[src/rtl/uart_rx_sampler.sv]
// uart_rx_sampler: 8N1 UART receiver with mid-bit sampling, a single-byte
// holding register, and sticky framing-error and overrun flags.
module uart_rx_sampler #(
  parameter int CLKS_PER_BIT = 434,
  parameter int HALF_BIT     = CLKS_PER_BIT / 2
) (
  input  logic       sys_clk_i,
  input  logic       sys_rst_i,
  input  logic       uart_rx,
  input  logic       uart_rd_i,
  output logic [7:0] uart_dat_o,
  output logic       done,
  output logic       uart_rx_busy,
  output logic       frame_err_o,
  output logic       overrun_o
);

  // The timer must be able to hold CLKS_PER_BIT-1.
  localparam int TW = (CLKS_PER_BIT > 2) ? $clog2(CLKS_PER_BIT) : 1;
  localparam logic [TW-1:0] BIT_LAST  = TW'(CLKS_PER_BIT - 1);
  localparam logic [TW-1:0] HALF_LAST = TW'(HALF_BIT - 1);

  typedef enum logic [2:0] {
    IDLE,
    START,
    DATA,
    STOP,
    WAIT_HIGH
  } state_t;

  state_t        state, state_next;
  logic [TW-1:0] timer, timer_next;
  logic [2:0]    index, index_next;
  logic [7:0]    shift, shift_next;
  logic          rx_meta, rxs;
  logic [7:0]    dat_next;
  logic          done_next, frame_err_next, overrun_next;
  logic          good_frame, bad_frame, rd_ack;

  // Two-flop synchronizer; idles high so reset never looks like a start bit.
  always_ff @(posedge sys_clk_i or negedge sys_rst_i) begin
    if (!sys_rst_i) begin
      rx_meta <= 1'b1;
      rxs     <= 1'b1;
    end else begin
      rx_meta <= uart_rx;
      rxs     <= rx_meta;
    end
  end

  // Receiver state, timing counters and the user-visible holding register.
  always_ff @(posedge sys_clk_i or negedge sys_rst_i) begin
    if (!sys_rst_i) begin
      state       <= IDLE;
      timer       <= '0;
      index       <= '0;
      shift       <= '0;
      uart_dat_o  <= '0;
      done        <= 1'b0;
      frame_err_o <= 1'b0;
      overrun_o   <= 1'b0;
    end else begin
      state       <= state_next;
      timer       <= timer_next;
      index       <= index_next;
      shift       <= shift_next;
      uart_dat_o  <= dat_next;
      done        <= done_next;
      frame_err_o <= frame_err_next;
      overrun_o   <= overrun_next;
    end
  end

  // Next-state logic: frame sequencing, bit sampling and flag updates.
  always_comb begin
    state_next     = state;
    timer_next     = timer;
    index_next     = index;
    shift_next     = shift;
    good_frame     = 1'b0;
    bad_frame      = 1'b0;
    dat_next       = uart_dat_o;
    done_next      = done;
    frame_err_next = frame_err_o;
    overrun_next   = overrun_o;

    case (state)
      IDLE: begin
        if (!rxs) begin
          state_next = START;
          timer_next = '0;
        end
      end
      START: begin
        if (timer == HALF_LAST) begin
          timer_next = '0;
          if (!rxs) begin
            state_next = DATA;
            index_next = '0;
          end else begin
            // Too short to be a start bit: treat as a glitch.
            state_next = IDLE;
          end
        end else begin
          timer_next = timer + 1'b1;
        end
      end
      DATA: begin
        if (timer == BIT_LAST) begin
          timer_next        = '0;
          shift_next[index] = rxs;
          if (index == 3'd7) begin
            state_next = STOP;
          end else begin
            index_next = index + 3'd1;
          end
        end else begin
          timer_next = timer + 1'b1;
        end
      end
      STOP: begin
        if (timer == BIT_LAST) begin
          timer_next = '0;
          if (rxs) begin
            // Leaving at mid-stop lets a back-to-back start bit be caught.
            good_frame = 1'b1;
            state_next = IDLE;
          end else begin
            bad_frame  = 1'b1;
            state_next = WAIT_HIGH;
          end
        end else begin
          timer_next = timer + 1'b1;
        end
      end
      WAIT_HIGH: begin
        // A break holds the line low; only a return to high re-arms IDLE.
        if (rxs) begin
          state_next = IDLE;
        end
      end
      default: begin
        state_next = IDLE;
      end
    endcase

    // Read handshake only acts when there is something to acknowledge.
    rd_ack = uart_rd_i && done;
    if (rd_ack) begin
      done_next      = 1'b0;
      frame_err_next = 1'b0;
      overrun_next   = 1'b0;
    end
    if (good_frame) begin
      dat_next  = shift;
      done_next = 1'b1;
      if (done && !uart_rd_i) begin
        overrun_next = 1'b1;
      end
    end
    if (bad_frame) begin
      frame_err_next = 1'b1;
    end
  end

  assign uart_rx_busy = (state != IDLE);

endmodule

[config.mk]
export PLATFORM = sky130hd
export DESIGN_NAME = uart_rx_sampler
export DESIGN_NICKNAME = d
export VERILOG_FILES = /design/src/rtl/uart_rx_sampler.sv
export SDC_FILE = /design/constraint.sdc
export NUM_CORES = 1
export LEC_CHECK = 0
export CAP_MARGIN = 40
export CORE_ASPECT_RATIO = 1.25
export CORE_MARGIN = 2
export CORE_UTILIZATION = 50
export CTS_BUF_LIST = sky130_fd_sc_hd__clkbuf_16
export CTS_CLUSTER_DIAMETER = 100
export DETAILED_ROUTE_END_ITERATION = 6
export DONT_BUFFER_PORTS = 1
export GPL_TIMING_DRIVEN = 1
export PLACE_DENSITY = 0.67
export SLEW_MARGIN = 10
export SYNTH_ARGS = -nofsm -noshare
export SYNTH_HDL_FRONTEND = slang
export SYNTH_SLANG_ARGS = --single-unit
[constraint.sdc]
create_clock -name sys_clk_i -period 2.44 [get_ports sys_clk_i]
set_input_delay 0.244 -clock sys_clk_i [delete_from_list [all_inputs] [get_ports sys_clk_i]]
set_output_delay 0.244 -clock sys_clk_i [all_outputs]
set_load 0.02 [all_outputs]
=== Word-level counts from Yosys, hierarchy flattened ===
Cells that the tools add are included.

* Flip-flop bits (word level): 36
* Output and inout port bits: 12
* Logic and storage cells: 77
* Bits of input ports: 4

* Add/sub/neg operators: 2
* Reduce and logical (&&, ||, !) cells: 15
* Muxes and demuxes: 33
* Order comparisons: 2
* Equal/unequal tests: 15

{| class="wikitable"
|+ Operators with widths
! kind !! count
|-
| 2-to-1 mux 3 bit || 11
|-
| 2-to-1 mux 9 bit || 3
|-
| case mux 9 bit (3 select lines) || 1
|-
| != test 2 bit, second input constant || 8
|-
| case mux 3 bit (5 select lines) || 1
|-
| 2-to-1 mux 1 bit || 13
|-
| adder 9 x 1 -> 9 bit, second input constant || 1
|-
| equality test 9 x 8 -> 1 bit, second input constant || 1
|-
| equality test 9 bit, second input constant || 1
|-
| bitwise mux 8 bit || 1
|-
| equality test 3 x 2 -> 1 bit, second input constant || 2
|-
| equality test 3 bit, second input constant || 2
|-
| case mux 3 bit (2 select lines) || 1
|-
| AND reduction 6 bit || 1
|-
| nonzero test 2 bit || 3
|-
| nonzero test 3 bit || 2
|-
| AND reduction 5 bit || 1
|-
| less-than comparator 3 x 4 -> 1 bit, second input constant || 1
|-
| AND reduction 2 bit || 2
|-
| adder 3 x 1 -> 3 bit, second input constant || 1
|-
| demux 1 bit (select 3 bit) || 1
|-
| equality test 3 x 1 -> 1 bit, second input constant || 1
|-
| greater-or-equal comparator 3 x 1 -> 1 bit, second input constant || 1
|-
| logical AND 1 bit || 3
|-
| 4 further kinds || 4
|}

=== Logic depth before layout (Yosys ltp) ===
Gate-level depths: netlist of the first run.

* Depth in word-level cells: 5
* Mapped depth: 7
* Depth with buffers taken out: 6

=== Least setup slack after synthesis of the first run ===
Ideal clock, no wire load.

* Path kind: register -> register
* Start point: register index[0]
* End point: register index[0]
* Arrival: 1777 ps
* Slack: 538 ps
* Stages on the path, launching flop included: 7
* Clock period less this slack: 1902 ps
* Path buffers: 0
* Library setup time: 125 ps
* Cells stage by stage: dfrtp_1 -> ha_1 -> ha_1 -> nand2b_1 -> o22a_1 -> a2111o_1 -> mux2_4

* Cells in the longest elaborated chain, start to end: 4

{| class="wikitable"
|+ RTL lines
! element !! line !! source
|-
| from (decl) || 33 || <nowiki>logic [2:0] index, index_next;</nowiki>
|-
| from (signal assigned) || 65 || <nowiki>index <= index_next;</nowiki>
|-
| adder 3 x 1 -> 3 bit || 115 || <nowiki>index_next = index + 3'd1;</nowiki>
|-
| 2-to-1 mux 3 bit || 112 || <nowiki>if (index == 3'd7) begin</nowiki>
|-
| 2-to-1 mux 3 bit || 109 || <nowiki>if (timer == BIT_LAST) begin</nowiki>
|-
| case mux 3 bit (2 select lines) || 87 || <nowiki>case (state)</nowiki>
|}

Parallel ways exist; a longest one is shown, timed or not. The select of a mux whose other input is x is not followed.
A chain may end at the register's enable or synchronous reset.

=== Worst setup path after layout of the first run ===
* Start point: register index[1]
* End point: register index[0]

* Cells in the longest elaborated chain, start to end: 3

{| class="wikitable"
|+ RTL lines
! element !! line
|-
| equality test 3 bit || 112
|-
| != test 2 bit (no line) || n/a
|-
| AND reduction 5 bit (no line) || n/a
|}

Every way passes these cells.

==> results of run 1 <==
[cells in the mapped netlist, types with 3 or more instances]
cell      count  area [um^2]
nor3b_1       3         22.5
mux2_1        3         33.8
nand2_1      20         75.1
ha_1          5         62.6
nand2b_1      4         25.0
buf_2         4         20.0
mux2_2       13          146
nor2_1        7         26.3
o21ai_0       8         40.0
inv_1         5         18.8
or3_1         3         18.8
dfrtp_1      34          851
a21oi_1       5         25.0
nand3_1       4         20.0
o211ai_1      9         67.6
buf_4         3         22.5
[layer usage]
metal / part of all wire / global-route usage
met4: 0.018 / 0.0758
met5: 0 / 0
met1: 0.42 / 0.227
met3: 0.028 / 0.0428
met2: 0.53 / 0.342
[worst min path at each step]
stage / start / end / depth (start not counted)
after floorplan: sys_rst_i / asynchronous set/reset pin / 0
after global placement: sys_rst_i / uart_dat_o[6]$_DFFE_PN0P_ / 0
after detailed placement: sys_rst_i / uart_dat_o[4]$_DFFE_PN0P_ / 0
after CTS: uart_rd_i / flip-flop / 1
after global routing: uart_rd_i / done$_DFFE_PN0P_ / 1
final: uart_rd_i / flip-flop / 1
[per-stage QoR]
| stage | power [uW] | instance area [um^2] | instances | setup WS [ns] |
|---|---|---|---|---|
| finish | 1210 | 2050 | 212 | 0.373 |
| global route | 1250 | 2050 | 212 | 0.297 |
| CTS | 1220 | 2050 | 212 | 0.387 |
| detailed placement | 626 | 1880 | 201 | 0.399 |
| global placement | 626 | 1880 | 201 | 0.470 |
| floorplan | 624 | 1870 | 171 | 0.538 |
[cell type report]
type / count / area, um^2
timing repair buffer: 4 / 47.5
tap: 39 / 48.8
clock inverter: 3 / 11.3
fill: 309 / 1490
clock buffer: 5 / 125
sequential: 36 / 903
multi-input combinational: 120 / 897
inverter: 5 / 18.8
[cells by family (layout without fill, tap and decap cells)]
| group | after synthesis | in the layout | share of synthesized area |
|---|---|---|---|
| AOI/OAI and AO/OA | 33 | 33 | 0.120 |
| adders and majority gates | 5 | 5 | 0.0334 |
| buffers and inverters | 15 | 17 | 0.0394 |
| DFF | 36 | 36 | 0.482 |
| muxes | 17 | 17 | 0.104 |
| and+or+nand+nor | 65 | 65 | 0.221 |
[power groups by stage]
stage	registers (uW)	clock network (uW)	logic, uW
after global routing	613	613	25.0
after floorplan	619	0	4.70
after global placement	622	0	3.38
after detailed placement	622	0	3.62
final	612	575	21.2
after CTS	612	588	22.3
[state kept, by name, summed over array words and instances (netlist names), named ones only]
register,count
done,1
shift,8
frame_err_o,1
uart_dat_o,8
rx_meta,1
index,3
timer,9
state,3
rxs,1
[timing repair]
item                                    4_1_cts  5_1_grt
hold endpoints to repair                     37        0
hold buffers                                  3        0
endpoints found under the setup margin        0        0
[critical path: stages (launching register included)]
cell and delay (ns):
dfrtp_1 0.47, ha_1 0.24, ha_1 0.20, nand2b_1 0.15, o22a_1 0.19, a2111o_1 0.42
mux2_4 0.27
==> flow_metrics.py, run 1 <==
metrics = {
    "setup_path": {
        "r2r_setup_slack_ns": 0.37,
        "cp-start-kind": "flip-flop",
        "r2r-end": "index[0]$_DFFE_PN0P_",
        "critPathKind": "reg2reg",
        "r2r_cells": 6,
        "crit_arrival_ns": 2.22,
        "setup.worst_path.end": "index[0]$_DFFE_PN0P_",
        "crit_path_end_kind": "flip-flop",
        "path_max_fanout": 10,
        "startpoint": "index[1]$_DFFE_PN0P_",
        "rr_startpoint": "index[1]$_DFFE_PN0P_",
        "cp.required_ns": 2.60,
    },
    "outcome": {
        "status": "finished with violations",
        "violations": "design-rule violations",
    },
    "cells_and_area": {
        "layout.nets": 181,
        "diodes": 0,
        "final_cell_mix": "dfrtp_1 (34), nand2_1 (20), mux2_2 (13), o211ai_1 (9), o21ai_0 (8)",
        "final_common_cell": "dfrtp_1",
        "final_util": 0.579,
        "area_growth_pct": 9.48,
        "layout-drive-gt1-share": 0.214,
    },
    "clock_network": {
        "cts_buffer_depth": 2,
        "cts_tree": "done",
        "cts_resized": 0,
        "cts-root-buf": "clkbuf_16",
        "cts.sinks": 36,
        "clk_latency_ns": 0.27,
        "cts_made_buffers": 5,
        "h-tree-depth": 2,
        "post_cts_buffers": 0,
        "clk_pin_slew_ns": 0.05,
    },
    "die": {
        "start_util": 0.529,
        "die-height_um": 72.5,
        "io-pin-count": 16,
        "core_area_um2": 3540,
        "row_count": 24,
        "die_area_um2": 4260,
        "die_width_um": 58.8,
    },
    "sta": {
        "period_share": 0.847,
        "relSlewSlack": 0.698,
        "clock_skew_ns": 0.00504,
        "timing.fmax_ghz": 0.484,
        "worstMarginPinSlew_ns": 0.451,
        "rsz0062_at_grt": "false",
        "holdWs_ns": 0.0608,
        "setup_violations": 0,
        "maxSlewViolCount": 0,
        "hold_violations": 0,
        "fin_tns_setup_ns": 0,
        "period_minus_slack_ns": 2.07,
    },
    "power_and_ir_drop": {
        "p_per_area_nw_per_um2": 589,
        "ir_drop_uv": 406,
        "swShare": 0.191,
        "switching_power_uw": 231,
        "pwr-share-seq": 0.507,
        "clkPwrFrac": 0.476,
        "p_leak_uw": 0.000889,
        "intPower_uw": 977,
        "power_frac_comb": 0.018,
    },
    "yosys": {
        "synth-async-reset-ratio": 1.00,
        "ys_types": 49,
        "syn_nets": 180,
        "ys.flop_type": "dfrtp_1",
        "synth_edf_count": 0,
        "ys_seq_elements": 36,
        "yosys_warnings": 0,
        "syn_inst": 171,
        "synth.avg_cell_area_um2": 11.0,
        "ys_seq_area_frac": 0.482,
        "synth_area_um2": 1870,
    },
    "route": {
        "post_drt_wl_per_cell_um": 17.0,
        "drt-initial-drc-count": 42,
        "vias": 1274,
        "ant_nets": 0,
        "first_pass_iters": 6,
        "wl_um": 3600,
        "via_per_inst": 6.01,
        "drcViolationCount": 1,
    },
    "global_route": {
        "grt_pass1_wl_um": 6210,
        "track_usage": 0.195,
        "antenna_found_initial": 0,
        "grt_max_degree": 37,
        "overflow": 0,
        "grt_pass1_vias": 1340,
    },
    "placement": {
        "hpwlAfterDp_um": 2510,
        "portBuffers": 0,
        "gp_congestion": 0.837,
    },
    "flow_run": {
        "cap_violations": 0,
    },
    "min_path": {
        "hold_path_class": "in2reg",
    },
}
Power figures use the tool's default switching activity.
==> inputs of run 2 (changes only) <==
clock period = 2.1 ns   (was 2.44 ns; I/O delays follow)
==> flow_metrics.py, run 2 (synthesized netlist as in run 1, its figures left out) <==
metrics = {
    "route": {
        "drcViolationCount": 1,
        "wl_met1_um": 1430,
        "wl_met2_um": 1820,
        "wl_met3_um": 92,
        "via_per_inst": 6.00,
        "drt-initial-drc-count": 22,
        "post_drt_wl_per_cell_um": 15.8,
        "dr.max_layer_used": "met4",
        "wl_um": 3410,
        "first_pass_iters": 6,
        "ant_nets": 0,
        "vias": 1297,
    },
    "outcome": {
        "status": "finished with violations",
        "violations": "design-rule violations",
    },
    "global_route": {
        "antenna_found_initial": 0,
        "grt_max_degree": 37,
        "overflow": 0,
        "grt_pass1_vias": 1332,
        "grt_pass1_wl_um": 5950,
        "track_usage": 0.187,
    },
    "cells_and_area": {
        "fin_cells": 216,
        "reg.largest.list": "timer x9, shift x8, uart_dat_o x8",
        "regMostFlops": "timer",
        "final_cell_mix": "dfrtp_1 (34), nand2_1 (20), mux2_2 (13), o211ai_1 (9), o21ai_0 (8)",
        "layout-drive-gt1-share": 0.243,
        "area_growth_pct": 11.2,
        "final_common_cell": "dfrtp_1",
        "largest_register_ff_count": 9,
        "layout.nets": 185,
        "diodes": 0,
    },
    "die": {
        "start_util": 0.529,
        "io-pin-count": 16,
        "row_count": 24,
        "die_width_um": 58.8,
        "core_area_um2": 3540,
        "die-height_um": 72.5,
        "die_area_um2": 4260,
    },
    "sta": {
        "holdWs_ns": 0.0195,
        "worstMarginPinSlew_ns": 0.469,
        "period_share": 0.922,
        "fin_tns_setup_ns": 0,
        "relSlewSlack": 0.686,
        "rsz0062_at_grt": "false",
        "maxSlewViolCount": 0,
        "clock_skew_ns": 0.00423,
        "hold_violations": 0,
        "timing.fmax_ghz": 0.516,
        "period_minus_slack_ns": 1.94,
        "setup_violations": 0,
    },
    "clock_network": {
        "cts_buffer_depth": 2,
        "clk_pin_slew_ns": 0.05,
        "cts-root-buf": "clkbuf_16",
        "cts.sinks": 36,
        "h-tree-depth": 2,
        "cts_tree": "done",
        "clk_latency_ns": 0.28,
        "cts_made_buffers": 5,
    },
    "min_path": {
        "hold_depth": 1,
        "hold_path_class": "in2reg",
        "min_from": "uart_rd_i",
    },
    "placement": {
        "hpwlAfterDp_um": 2410,
        "dp_cells": 205,
        "gp_congestion": 0.866,
        "portBuffers": 0,
    },
    "setup_path": {
        "crit_arrival_ns": 2.10,
        "cp-start-kind": "flip-flop",
        "critPathKind": "reg2reg",
        "crit_path_end_kind": "flip-flop",
        "path_max_fanout": 3,
        "r2r_cells": 6,
        "r2r_setup_slack_ns": 0.16,
        "r2r-end": "index[0]$_DFFE_PN0P_",
        "rr_startpoint": "index[0]$_DFFE_PN0P_",
        "cp.required_ns": 2.26,
    },
    "power_and_ir_drop": {
        "ir_drop_uv": 326,
        "p_leak_uw": 0.000908,
        "p_per_area_nw_per_um2": 683,
    },
    "flow_run": {
        "cap_violations": 0,
    },
}
run 2: changes by cell type in the layout (fill, tap and decap cells not counted):
| cell | change |
|---|---|
| inv_1 | -2 |
| buf_4 | +4 |
| clkinv_2 | +2 |
run 2: critical path, stage by stage, from the launching register on:
cell      delay (ns)
dfrtp_1         0.38
ha_1            0.20
ha_1            0.21
nand2b_1        0.16
o22a_1          0.19
a2111o_1        0.42
mux2_4          0.27
run 2: what timing repair did:
item	4_1_cts	5_1_grt
hold buffers	3	0
hold endpoints to repair	37	0
buffers inserted	0	0
resized for setup	0	0
setup endpoints to repair	0	0
run 2: stage by stage:
stage,power (uW),cell area (um^2),util,setup WS (ns)
global placement,727,1910,0.538,0.230
detailed placement,727,1910,0.538,0.189
floorplan,725,1870,-,0.198
global route,1470,2080,0.588,0.0223
finish,1420,2080,0.588,0.163
CTS,1450,2080,0.588,0.159
run 2: how the worst max path moves through the flow:
stage,start,to,slack [ns]
2_1_floorplan,index[0]$_DFFE_PN0P_,index[0]$_DFFE_PN0P_,0.20
3_3_place_gp,index[0]$_DFFE_PN0P_,index[0]$_DFFE_PN0P_,0.23
3_5_place_dp,index[0]$_DFFE_PN0P_,index[0]$_DFFE_PN0P_,0.19
4_1_cts,index[0]$_DFFE_PN0P_,index[0]$_DFFE_PN0P_,0.16
5_1_grt,timer[1]$_DFFE_PN0P_,shift[5]$_DFFE_PN0P_,0.02
6_report,index[0]$_DFFE_PN0P_,index[0]$_DFFE_PN0P_,0.16
run 2: area by class of cell:
type	count	area, um^2
tap	39	48.8
sequential	36	903
inverter	5	18.8
timing repair buffer	8	77.6
clock buffer	5	125
multi-input combinational	120	897
fill	321	1460
clock inverter	3	13.8
run 2: per-layer routing:
metal | up-vias | GRT usage
li1 | 630 | -
met5 | - | 0
met1 | 641 | 0.218
met2 | 18 | 0.314
met3 | 8 | 0.0481
met4 | 0 | 0.0934
run 2: report_power, final:
part           internal (uW)  switching [uW]  total [uW]  leakage [uW]
Sequential               701            10.2         711      0.000479
Combinational           8.68            15.2        23.9      0.000358
Clock                    430             259         689     0.0000710
==> inputs of run 3 (changes only) <==
HOLD_SLACK_MARGIN = 0.08   (was not set)
==> flow_metrics.py, run 3 (synthesized netlist as in run 1, its figures left out) <==
metrics = {
    "placement": {
        "hpwlAfterDp_um": 2410,
        "gp_congestion": 0.866,
        "post_dp_cell_area_um2": 1910,
        "portBuffers": 0,
    },
    "cells_and_area": {
        "regMostFlops": "timer",
        "layout-drive-gt1-share": 0.242,
        "final_cell_mix": "dfrtp_1 (34), nand2_1 (20), mux2_2 (13), o211ai_1 (9), o21ai_0 (8)",
        "diodes": 0,
        "final_common_cell": "dfrtp_1",
        "fin_area_um2": 2090,
        "reg.largest.list": "timer x9, shift x8, uart_dat_o x8",
        "area_growth_pct": 11.7,
        "largest_register_ff_count": 9,
        "layout.nets": 186,
    },
    "setup_path": {
        "critPathKind": "reg2reg",
        "path_cells": "ha_1 > ha_1 > nand2b_1 > o22a_1 > a2111o_1 > mux2_4",
        "crit_path_end_kind": "flip-flop",
        "crit_path_max_incr_delay_ns": 0.42,
        "cp-start-kind": "flip-flop",
        "r2r_cells": 6,
        "cp_common_cell": "ha_1",
        "cp_slowest_cell": "a2111o_1",
        "path_max_fanout": 3,
        "r2r_setup_slack_ns": 0.16,
        "crit_arrival_ns": 2.10,
        "cp.required_ns": 2.26,
    },
    "die": {
        "die_width_um": 58.8,
        "core_area_um2": 3540,
        "die-height_um": 72.5,
        "io-pin-count": 16,
        "row_count": 24,
        "start_util": 0.529,
        "die_area_um2": 4260,
    },
    "route": {
        "first_pass_iters": 6,
        "drt-initial-drc-count": 30,
        "via_per_inst": 6.02,
        "drcViolationCount": 1,
        "post_drt_wl_per_cell_um": 15.7,
        "wl_um": 3420,
        "ant_nets": 0,
        "vias": 1307,
    },
    "sta": {
        "rsz0062_at_grt": "false",
        "hold_violations": 0,
        "maxSlewViolCount": 0,
        "relSlewSlack": 0.686,
        "fin_tns_setup_ns": 0,
        "clock_skew_ns": 0.00421,
        "timing.fmax_ghz": 0.516,
        "setup_violations": 0,
        "period_minus_slack_ns": 1.94,
        "period_share": 0.922,
        "worstMarginPinSlew_ns": 0.469,
    },
    "min_path": {
        "hold_path_class": "in2reg",
        "hold_depth": 3,
    },
    "power_and_ir_drop": {
        "p_total_uw": 1430,
        "p_leak_uw": 0.000912,
        "ir_drop_uv": 325,
        "p_per_area_nw_per_um2": 681,
    },
    "clock_network": {
        "cts_buffer_depth": 2,
        "cts.sinks": 36,
        "cts-root-buf": "clkbuf_16",
        "cts_tree": "done",
        "cts_resized": 0,
        "h-tree-depth": 2,
        "clk_pin_slew_ns": 0.05,
        "post_cts_buffers": 0,
        "clk_latency_ns": 0.28,
        "cts_made_buffers": 5,
    },
    "outcome": {
        "status": "finished with violations",
        "violations": "design-rule violations",
    },
    "global_route": {
        "grt_pass1_vias": 1344,
        "overflow": 0,
        "grt_pass1_wl_um": 5990,
        "antenna_found_initial": 0,
        "track_usage": 0.188,
        "grt_max_degree": 37,
    },
    "flow_run": {
        "cap_violations": 0,
    },
}
run 3: per-layer routing:
metal	routed length, um	track usage	part of all wire	vias to the layer above
li1	-	-	-	634
met1	1400	0.218	0.41	647
met2	1850	0.319	0.54	18
met3	94	0.0481	0.028	8
met4	68	0.0934	0.020	0
met5	0	0	0	-
run 3: area by class of cell:
| class | count | area (um^2) |
|---|---|---|
| clock buffer | 5 | 125 |
| clock inverter | 3 | 13.8 |
| fill | 320 | 1450 |
| inverter | 5 | 18.8 |
| multi-input combinational | 120 | 897 |
| sequential | 36 | 903 |
| tap | 39 | 48.8 |
| timing repair buffer | 9 | 87.6 |
run 3: worst paths after layout:
kind	start	endpoint
max	index[0]$_DFFE_PN0P_	index[0]$_DFFE_PN0P_
min	uart_rd_i	frame_err_o$_DFFE_PN0P_
max reg2reg	index[0]$_DFFE_PN0P_	index[0]$_DFFE_PN0P_
min reg2reg	rx_meta$_DFF_PN1_	rxs$_DFF_PN1_
max in group asynchronous	sys_rst_i	rxs$_DFF_PN1_
min in group asynchronous	sys_rst_i	shift[6]$_DFFE_PN0P_
run 3: report_power, final:
group / internal, uW / switching [uW] / total [uW]
combinational: 9.94 / 15.7 / 25.7
sequential: 701 / 10.1 / 711
clock: 430 / 259 / 689
run 3: timing repair:
item                                   4_1_cts  5_1_grt
endpoints found under the hold margin       39        0
setup endpoints to repair                    0        0
hold buffers                                 4        0
run 3: through the flow:
stage	hold slack [ns]	instances	utilization	setup WS [ns]
after floorplan	-0.0856	171	-	0.198
after global placement	-0.0849	205	0.538	0.230
after detailed placement	-0.0849	205	0.538	0.189
after CTS	0.114	217	0.591	0.159
after global routing	0.152	217	0.591	0.0223
final	0.114	217	0.591	0.163
run 3: worst max-delay path, delay by kind of cell, from the launching register on:
family / cells / cell delay [ns]
compound gates: 2 / 0.61
fa+ha+maj: 2 / 0.41
flops: 1 / 0.38
mux: 1 / 0.27
simple gates: 1 / 0.16
